`config.mk`:
```
export PLATFORM = sky130hd
export DESIGN_NAME = gray_sum_accumulator
export DESIGN_NICKNAME = d
export VERILOG_FILES = /design/src/rtl/gray_sum_accumulator.sv
export SDC_FILE = /design/constraint.sdc
export NUM_CORES = 1
export LEC_CHECK = 0
export CAP_MARGIN = 20
export CORE_ASPECT_RATIO = 1.75
export CORE_MARGIN = 1.5
export CORE_UTILIZATION = 45
export DETAILED_ROUTE_END_ITERATION = 16
export GPL_TIMING_DRIVEN = 0
export PLACE_DENSITY = 0.81
export SLEW_MARGIN = 20
export SYNTH_ARGS = -nofsm -noshare
export SYNTH_HDL_FRONTEND = slang
export SYNTH_SLANG_ARGS = --single-unit
export TNS_END_PERCENT = 30
```
`constraint.sdc`:
```
create_clock -name clk -period 2.6 [get_ports clk]
set_clock_uncertainty 0.05 [all_clocks]
set_input_delay 0.39 -clock clk [delete_from_list [all_inputs] [get_ports clk]]
set_output_delay 0.39 -clock clk [all_outputs]
set_load 0.02 [all_outputs]
```
`src/rtl/gray_sum_accumulator.sv`:
```
// Gray-sum accumulator: sums 5-bit Gray samples into a saturating
// binary total and returns the result Gray-coded over valid/ready.
module gray_sum_accumulator #(
    parameter int ACC_W = 8
) (
    input  logic             clk,
    input  logic             rst,
    input  logic             start,
    input  logic [3:0]       num_samples,
    input  logic             in_valid,
    output logic             in_ready,
    input  logic [3:0]       gs,
    input  logic             gcout,
    output logic             acc_valid,
    input  logic             out_ready,
    output logic [ACC_W-1:0] acc_gray,
    output logic             acc_ovf,
    output logic             busy
);

    typedef enum logic [1:0] {
        IDLE  = 2'd0,
        ACCUM = 2'd1,
        DONE  = 2'd2
    } state_t;

    state_t state;
    state_t state_nxt;

    logic [ACC_W-1:0] acc_bin;
    logic [4:0]       count;
    logic [4:0]       target;

    logic [4:0]       samp_g;
    logic [4:0]       samp_b;
    logic [ACC_W:0]   sum;
    logic [ACC_W-1:0] sat_bin;
    logic             sat;
    logic             accept;
    logic [4:0]       count_inc;

    // Gray-to-binary of the 5-bit sample, MSB first
    always_comb begin
        samp_g    = {gcout, gs};
        samp_b    = '0;
        samp_b[4] = samp_g[4];
        for (int i = 3; i >= 0; i--) begin
            samp_b[i] = samp_b[i+1] ^ samp_g[i];
        end
    end

    // Saturating add of the zero-extended sample
    always_comb begin
        sum     = {1'b0, acc_bin} + {{(ACC_W-4){1'b0}}, samp_b};
        sat     = sum[ACC_W];
        sat_bin = sat ? {ACC_W{1'b1}} : sum[ACC_W-1:0];
    end

    assign accept    = in_valid & in_ready;
    assign count_inc = count + 5'd1;

    // State register
    always_ff @(posedge clk or posedge rst) begin
        if (rst) begin
            state <= IDLE;
        end else begin
            state <= state_nxt;
        end
    end

    // Next-state decode
    always_comb begin
        state_nxt = state;
        unique case (state)
            IDLE: begin
                if (start) begin
                    state_nxt = ACCUM;
                end
            end
            ACCUM: begin
                if (accept && count_inc == target) begin
                    state_nxt = DONE;
                end
            end
            DONE: begin
                if (out_ready) begin
                    state_nxt = IDLE;
                end
            end
            default: state_nxt = IDLE;
        endcase
    end

    // Outputs decoded from state only
    always_comb begin
        in_ready  = (state == ACCUM);
        acc_valid = (state == DONE);
        busy      = (state != IDLE);
    end

    // Datapath: run setup on start, accumulate on accept, hold otherwise
    always_ff @(posedge clk or posedge rst) begin
        if (rst) begin
            acc_bin  <= '0;
            acc_gray <= '0;
            acc_ovf  <= 1'b0;
            count    <= '0;
            target   <= '0;
        end else if (state == IDLE && start) begin
            acc_bin  <= '0;
            acc_gray <= '0;
            acc_ovf  <= 1'b0;
            count    <= '0;
            target   <= (num_samples == 4'd0) ? 5'd16 : {1'b0, num_samples};
        end else if (state == ACCUM && accept) begin
            acc_bin  <= sat_bin;
            acc_gray <= sat_bin ^ (sat_bin >> 1);
            acc_ovf  <= acc_ovf | sat;
            count    <= count_inc;
        end
    end

endmodule

```
==> run_results.csv, run 1 <==
group,metric,value,unit
sta,max_freq,378,MHz
job,drv_cap,0,
critical_path,reg2reg_depth,7,
route,wl_per_cell,13.2,microns
synthesis,syn_inst,184,
placed_design,hpwl,2590,microns
critical_path,cp.arrival,2760,ps
clock_tree,clockBufferDepth,2,
clock_tree,clkTransAtPathRegs,90,ps
global_route,grt_remaining_overflow,0,
route,routed-via-count,1425,
floorplanning,die_h,83.5,microns
clock_tree,numCtsBuffers,3,
critical_path,reg2reg_to,"acc_gray[6]",
sta,min_period,2650,ps
sta,drv_slew,0,
finish,final_cell_mix,"31 x nand2_1, 28 x dfrtp_1, 21 x clkdlybuf4s50_1",
critical_path,cp_max_fo,4,
finish,syn_to_final_growth,29.9,%
floorplanning,die_w,49.0,microns
floorplanning,core,3590,sq um
power,powerDensity,1170,nW/um^2
finish,layout_commonest_cell,"nand2_1",
synthesis,syn-num-nets,205,
finish,multi_input_area,966,sq um
sta,setup_ws,-48.8,ps
global_route,gr-usage-all-layers,0.188,
finish,seqCellArea,701,sq um
critical_path,crit_start,"gcout",
floorplanning,die_area,4090,sq um
critical_path,critPathKind,"primary input to flop",
clock_tree,htreeDepth,1,
critical_path,crit_path_end_kind,"flop",
route,drcViolationCount,0,
sta,tns,-195,ps
synthesis,synth-async-reset-ratio,1.00,
clock_tree,tritoncts,"yes",
synthesis,ys_seq_area_frac,0.421,
outcome,status,"finished, violations left",
critical_path,r2r-start,"acc_bin[3]",
sta,relSlewSlack,0.619,
route,drtPass1Iterations,4,
synthesis,ys_ff_latch,28,
sta,rsz0062_at_grt,"true",
placed_design,port_buffers,25,
critical_path,crit_path_start_kind,"primary input",
synthesis,yosys_warnings,0,
sta,final_hold_viol_count,0,
placed_design,dp_slack,-1090,ps
finish,n_fill_cell,297,
placed_design,gp_congestion,0.863,
finish,drive_gt1_frac,0.140,
synthesis,syn-cell-area,1670,sq um
floorplanning,io_pins,26,
sta,timing.final.crit_share,1.02,
synthesis,synth_cell_types,36,
route,routed_wl,3520,microns
critical_path,cp-endpoint,"acc_gray[6]",
floorplanning,initial_core_util,0.464,
sta,setup_viol,10,
global_route,grt_pass1_wl,6120,microns
finish,num_antenna_cells,0,
outcome,violations,"setup timing",
critical_path,ff2ff_setup_slack,460,ps
global_route,grt_pass1_vias,1430,
finish,nets,244,
floorplanning,core.rowCount,29,
power,irDropWorstVdd,0.000499,V
sta,fin_hold_ws,437,ps
critical_path,worstPathRequired,2710,ps
clock_tree,cts_sinks,28,
sta,tightest_slew,571,ps
route,drtIter0Drc,34,
min_path,hp-class,"primary input to asynchronous set/reset pin",
clock_tree,clk_latency,270,ps
synthesis,syn_area_per_cell,9.05,sq um
global_route,grt_max_degree,29,
route,ant_nets,0,
route,vias_per_cell,5.34,
synthesis,yosys_most_used_dff,"dfrtp_1",
global_route,antenna_found_initial,0,
clock_tree,cts_root_buffer,"clkbuf_8",
synthesis,synth_edf_count,0,
power,p_leak,0.992,nW
[registers in the layout, summed over array words and instances, names as in the netlist]
name      cells
acc_gray      8
acc_ovf       1
state         2
acc_bin       7
target        5
count         5
[per-layer routing]
layer | up-vias | wire length (microns) | global-route usage
met5 | - | 0 | 0
met4 | 0 | 61 | 0.0727
met3 | 5 | 52 | 0.0125
met2 | 24 | 1910 | 0.352
met1 | 698 | 1500 | 0.217
li1 | 698 | - | -
[final cells by class]
cell class | instances | share of cell area
multi-input cells | 138 | 0.447
flip-flops and latches | 28 | 0.324
repair buffers | 34 | 0.149
well taps | 46 | 0.0266
clock buffers | 3 | 0.0191
plain buffers | 8 | 0.0179
inverters | 10 | 0.0174
[per-stage QoR]
step                cell area, sq um  cells  total power, mW  utilization
finish                          2160    267             2.53        0.602
global route                    2160    267             2.73        0.602
CTS                             2150    265             2.52        0.598
detailed placement              2040    255             2.22        0.567
global placement                2040    255             2.17        0.567
floorplan                       1730    184             1.83            -
[cells by family (layout without fill, tap and decap cells)]
kind of cell    count (synthesis)  after routing  share of synthesized area
compound gates                 46             46                      0.184
xor+xnor                       23             23                      0.121
fa+ha+maj                       7              7                     0.0571
flops                          28             28                      0.421
mux                             1              1                    0.00601
simple gates                   61             61                      0.165
buf+inv                        18             55                     0.0458
[cell usage after synthesis, types with 2 or more instances]
cell,instances,area share
nand2_1,31,0.070
dfrtp_1,28,0.42
o21ai_0,15,0.045
nor2_1,12,0.027
xor2_1,12,0.063
xnor2_1,11,0.058
inv_1,10,0.023
a22o_1,9,0.047
a21oi_1,8,0.024
ha_1,6,0.045
clkbuf_1,5,0.011
nand3_1,5,0.015
and3_1,3,0.011
nand2b_1,3,0.011
a21o_1,2,0.0090
and2_1,2,0.0075
buf_4,2,0.0090
o31ai_1,2,0.0090
[how the worst min path moves through the flow]
| stage | from | to | slack [ps] | cells after the start |
|---|---|---|---|---|
| 3_3_place_gp | acc_bin[4] | acc_bin[4] | 400 | 2 |
| 2_1_floorplan | acc_bin[4] | acc_bin[4] | 390 | 2 |
| 3_5_place_dp | acc_bin[4] | acc_bin[4] | 420 | 2 |
| 5_1_grt | acc_gray[2] | acc_gray[2] | 480 | 1 |
| 6_report | rst | acc_gray[0] | 440 | 2 |
| 4_1_cts | acc_bin[4] | acc_bin[4] | 440 | 2 |
[power breakdown]
| part | total, mW | internal, mW | switching (mW) |
|---|---|---|---|
| sequential | 0.742 | 0.612 | 0.129 |
| combinational | 1.55 | 0.729 | 0.825 |
| clock | 0.236 | 0.104 | 0.132 |
[critical path, stage by stage]
cell	delay (ps)
buf_8	100
xor2_4	180
xnor2_2	220
xor2_2	190
xnor2_1	140
ha_2	210
inv_2	40
fa_2	330
nand2b_4	160
a21oi_4	230
or4_4	180
o311ai_4	100
xnor2_1	200
o21ai_1	90
[repair_timing]
item | in CTS | in global routing
cloned | 0 | 0
gates resized for setup | 18 | 0
hold buffers | 0 | 0
endpoints found under the setup margin | 16 | 12
setup buffers | 7 | 2
pin swaps | 12 | 4
Note: power is estimated with default switching activity, not from simulation.
==> run 2, diff against run 1 <==
--- a/config.mk
+++ b/config.mk
@@ -12,6 +12,8 @@
 export DETAILED_ROUTE_END_ITERATION = 16
 export GPL_TIMING_DRIVEN = 0
 export PLACE_DENSITY = 0.81
+export REMOVE_ABC_BUFFERS = 1
+export SKIP_CTS_REPAIR_TIMING = 1
 export SLEW_MARGIN = 20
 export SYNTH_ARGS = -nofsm -noshare
 export SYNTH_HDL_FRONTEND = slang
==> run_results.csv, run 2 (same netlist as run 1, synthesis figures left out) <==
group,metric,value,unit
sta,tightest_slew,823,ps
critical_path,reg2reg_to,"acc_gray[6]",
min_path,hp-class,"primary input to asynchronous set/reset pin",
sta,relSlewSlack,0.451,
placed_design,hpwl,2460,microns
critical_path,ff2ff_setup_slack,360,ps
finish,num_antenna_cells,0,
sta,setup_ws,-248,ps
finish,regMostFlops,"acc_gray",
placed_design,gp_congestion,0.826,
sta,final_hold_viol_count,0,
global_route,antenna_found_initial,0,
finish,layout_commonest_cell,"nand2_1",
floorplanning,initial_core_util,0.464,
critical_path,crit_path_start_kind,"primary input",
route,ant_nets,0,
global_route,grt_pass1_wl,5590,microns
route,vias_per_cell,5.34,
floorplanning,die_h,83.5,microns
placed_design,port_buffers,25,
sta,timing.final.crit_share,1.10,
outcome,status,"finished, violations left",
route,routed-via-count,1399,
floorplanning,core,3590,sq um
finish,syn_to_final_growth,30.0,%
outcome,violations,"setup timing",
sta,max_freq,351,MHz
sta,rsz0062_at_grt,"true",
critical_path,reg2reg_depth,8,
global_route,grt_remaining_overflow,0,
finish,final_cell_mix,"31 x nand2_1, 28 x dfrtp_1, 22 x clkdlybuf4s50_1",
global_route,gr-usage-all-layers,0.171,
critical_path,crit_path_end_kind,"flop",
clock_tree,clk_latency,270,ps
floorplanning,io_pins,26,
route,routed_wl,3720,microns
critical_path,critPathKind,"primary input to flop",
sta,drv_slew,0,
route,drtPass1Iterations,4,
route,wl_per_cell,14.2,microns
route,drcViolationCount,0,
critical_path,cp_max_fo,4,
finish,drive_gt1_frac,0.157,
clock_tree,clkTransAtPathRegs,100,ps
critical_path,worstPathRequired,2710,ps
global_route,grt_pass1_vias,1288,
sta,setup_viol,14,
critical_path,cp.arrival,2960,ps
power,irDropWorstVdd,0.000582,V
floorplanning,die_area,4090,sq um
placed_design,placedCellCount,247,
finish,largest_reg_flops,8,
finish,nets,238,
critical_path,r2r-start,"acc_bin[3]",
floorplanning,die_w,49.0,microns
finish,fin_cells,262,
power,totalPowerFinal,2.58,mW
finish,reg.largest.list,"acc_gray x8, acc_bin x7",
clock_tree,htreeDepth,1,
sta,tns,-2530,ps
clock_tree,cts_root_buffer,"clkbuf_8",
clock_tree,tritoncts,"yes",
sta,min_period,2850,ps
route,drtIter0Drc,41,
power,powerDensity,1190,nW/um^2
floorplanning,core.rowCount,29,
clock_tree,numCtsBuffers,3,
power,p_leak,0.995,nW
finish,n_fill_cell,303,
clock_tree,clockBufferDepth,2,
job,drv_cap,0,
clock_tree,cts_sinks,28,
global_route,grt_max_degree,29,
==> run 2: worst max path at each step <==
stage / start / to / slack, ps / cells past startpoint
after floorplan: gs[3] / acc_gray[0] / -390 / 13
after global placement: gcout / acc_gray[3] / -1420 / 14
after detailed placement: gcout / acc_gray[2] / -1420 / 14
after CTS: gcout / acc_gray[2] / -1160 / 14
after global routing: gcout / acc_gray[6] / -380 / 15
final: gcout / acc_gray[6] / -250 / 15
==> run 2: final cells by class <==
| cell class | count | area (sq um) | area share |
|---|---|---|---|
| tap | 46 | 57.6 | 0.0266 |
| timing repair buffer | 36 | 339 | 0.157 |
| inverter | 10 | 37.5 | 0.0173 |
| sequential | 28 | 701 | 0.324 |
| multi-input combinational | 138 | 975 | 0.450 |
| clock buffer | 4 | 55.1 | 0.0254 |
==> run 2: report_power, final <==
part           internal, mW  leakage [nW]  switching, mW  total, mW
combinational         0.726         0.605          0.829       1.55
sequential            0.612         0.361          0.142      0.754
clock                 0.136        0.0288          0.137      0.273
==> run 2: critical path, cell delays in order <==
cell,delay [ps]
buf_8,110
xor2_4,180
xnor2_2,240
xor2_2,240
xnor2_1,110
ha_2,200
inv_2,60
fa_2,200
nand2b_4,140
a21oi_4,80
buf_6,130
or4_4,530
o311ai_4,110
xnor2_1,160
o21ai_1,90
==> run 2: per-stage QoR <==
stage	worst slack [ps]	hold WS, ps	utilization	instance area, sq um
global placement	-1420	408	0.538	1930
floorplan	-385	393	-	1630
finish	-248	443	0.603	2160
detailed placement	-1420	420	0.539	1940
global route	-379	462	0.603	2160
CTS	-1160	441	0.555	1990
==> run 2: metal layers <==
metal	vias to the layer above	part of all wire	GRT usage
met3	4	0.021	0.0179
met4	0	0.011	0.0701
met5	-	0	0
met1	685	0.40	0.197
met2	27	0.56	0.313
li1	683	-	-
==> run 3, diff against run 2 <==
--- a/config.mk
+++ b/config.mk
@@ -8,10 +8,10 @@
 export CAP_MARGIN = 20
 export CORE_ASPECT_RATIO = 1.75
 export CORE_MARGIN = 1.5
-export CORE_UTILIZATION = 45
+export CORE_UTILIZATION = 40
 export DETAILED_ROUTE_END_ITERATION = 16
 export GPL_TIMING_DRIVEN = 0
-export PLACE_DENSITY = 0.81
+export PLACE_DENSITY = 0.74
 export REMOVE_ABC_BUFFERS = 1
 export SKIP_CTS_REPAIR_TIMING = 1
 export SLEW_MARGIN = 20
==> constraint.sdc (replaced) <==
create_clock -name clk -period 2.9 [get_ports clk]
set_clock_uncertainty 0.05 [all_clocks]
set_input_delay 0.435 -clock clk [delete_from_list [all_inputs] [get_ports clk]]
set_output_delay 0.435 -clock clk [all_outputs]
set_load 0.02 [all_outputs]
==> run_results.csv, run 3 (same netlist as run 1, synthesis figures left out) <==
group,metric,value,unit
power,intPower,1.39,mW
critical_path,cp_max_fo,4,
sta,relSlewSlack,0.441,
sta,final_hold_viol_count,0,
critical_path,crit_slowest_cell,"fa_2",
sta,drv_slew,0,
route,wl_per_cell,13.9,microns
critical_path,crit_buf_inv,3,
finish,largest_reg_flops,8,
power,pwr-share-seq,0.281,
sta,tightest_slew,838,ps
floorplanning,core,3940,sq um
power,powerDensity,1110,nW/um^2
finish,fin_area,2180,sq um
finish,num_antenna_cells,0,
clock_tree,tritoncts,"yes",
clock_tree,cts_sinks,28,
global_route,grt_max_degree,29,
floorplanning,die_area,4570,sq um
route,drcViolationCount,0,
finish,drive_gt1_frac,0.151,
sta,max_freq,349,MHz
route,drtPass1Iterations,4,
critical_path,critPathKind,"primary input to flop",
placed_design,port_buffers,25,
finish,regMostFlops,"acc_gray",
global_route,grt_pass1_vias,1280,
critical_path,crit_top_cell,"xor2_4",
finish,fin_cells,260,
finish,final_cell_mix,"31 x nand2_1, 28 x dfrtp_1, 22 x clkdlybuf4s50_1",
power,comb_power_share,0.590,
power,p_sw,1.02,mW
sta,tns,0,ps
clock_tree,cts_root_buffer,"clkbuf_8",
sta,setup_viol,0,
clock_tree,clkTransAtPathRegs,100,ps
route,routed-via-count,1380,
critical_path,crit_path_start_kind,"primary input",
route,drtIter0Drc,38,
power,switching_share,0.424,
clock_tree,numCtsBuffers,3,
clock_tree,clockBufferDepth,2,
placed_design,placed_cell_area,1940,sq um
critical_path,cp.arrival,2990,ps
placed_design,gp_congestion,0.879,
finish,syn_to_final_growth,31.0,%
sta,min_period,2870,ps
critical_path,max_stage_delay,360,ps
route,vias_per_cell,5.31,
floorplanning,die_h,88.4,microns
global_route,antenna_found_initial,0,
floorplanning,io_pins,26,
power,p_leak,0.998,nW
clock_tree,clk_latency,280,ps
power,pwr-share-clk,0.129,
clock_tree,htreeDepth,1,
job,drv_cap,0,
min_path,hp-class,"flop to flop",
finish,nets,234,
sta,timing.final.crit_share,0.988,
critical_path,worstPathRequired,3020,ps
global_route,grt_pass1_wl,5740,microns
global_route,grt_remaining_overflow,0,
critical_path,crit_family,"XOR/XNOR gates",
floorplanning,core.rowCount,30,
critical_path,path_cells,"buf_8 -> xor2_4 -> xnor2_2 -> xor2_2 -> xnor2_1 -> ha_2 -> inv_2 -> fa_2 -> nand2b_4 -> a21oi_4 -> buf_6 -> xor2_4 -> xor2_1 -> a22o_1",
route,routed_wl,3620,microns
floorplanning,die_w,51.8,microns
floorplanning,initial_core_util,0.423,
placed_design,hpwl,2530,microns
critical_path,crit_path_end_kind,"flop",
power,irDropWorstVdd,0.000805,V
finish,layout_commonest_cell,"nand2_1",
placed_design,placedCellCount,249,
global_route,gr-usage-all-layers,0.164,
sta,rsz0062_at_grt,"true",
outcome,status,"finished clean",
route,ant_nets,0,
finish,reg.largest.list,"acc_gray x8, acc_bin x7",
critical_path,ff2ff_setup_slack,580,ps
## run 3: cell types whose count changed in the layout (fill, tap and decap cells not counted), sizes merged
cell,change
bufinv,+1
clkbuf,-1
buf,-4
## run 3: routing by layer
metal,vias to the layer above,share of wire,track usage
met4,0,0.0099,0.0598
met5,-,0,0
li1,675,-,-
met3,4,0.025,0.0203
met2,33,0.55,0.300
met1,668,0.42,0.192
## run 3: through the flow
stage | setup slack [ps] | power, mW | hold WS (ps) | utilization
finish | 34.8 | 2.41 | 451 | 0.554
global route | -62.8 | 2.58 | 477 | 0.554
CTS | -864 | 2.25 | 459 | 0.510
detailed placement | -1150 | 1.93 | 424 | 0.492
global placement | -1140 | 1.89 | 409 | 0.491
floorplan | -130 | 1.58 | 393 | -
## run 3: layout make-up
| class | instances | area, sq um |
|---|---|---|
| Fill cell | 363 | 1760 |
| Multi-Input combinational cell | 138 | 1000 |
| Sequential cell | 28 | 701 |
| Timing Repair Buffer | 32 | 309 |
| Tap cell | 48 | 60.1 |
| Clock buffer | 3 | 41.3 |
| Inverter | 10 | 37.5 |
| Clock inverter | 1 | 30.0 |
## run 3: power by group through the flow
stage | combinational (mW) | clock, mW | sequential (mW)
floorplan | 0.871 | 0 | 0.707
global placement | 1.22 | 0 | 0.678
detailed placement | 1.25 | 0 | 0.684
CTS | 1.25 | 0.315 | 0.677
global route | 1.55 | 0.333 | 0.701
finish | 1.42 | 0.312 | 0.677
## run 3: path summary, 6_finish.rpt
kind                             from           to  cells past startpoint
max reg2reg                acc_bin[4]  acc_gray[6]                      7
min reg2reg                 target[1]    target[1]                      2
min                         target[1]    target[1]                      2
max                             gcout  acc_gray[3]                     14
max in group asynchronous         rst   acc_bin[2]                      2
min in group asynchronous         rst     count[0]                      2
## run 3: tightest hold or removal path, cell delays in order, from the launching register on
cell     delay [ps]
dfrtp_1         370
nand2_1          50
nand2_1          50
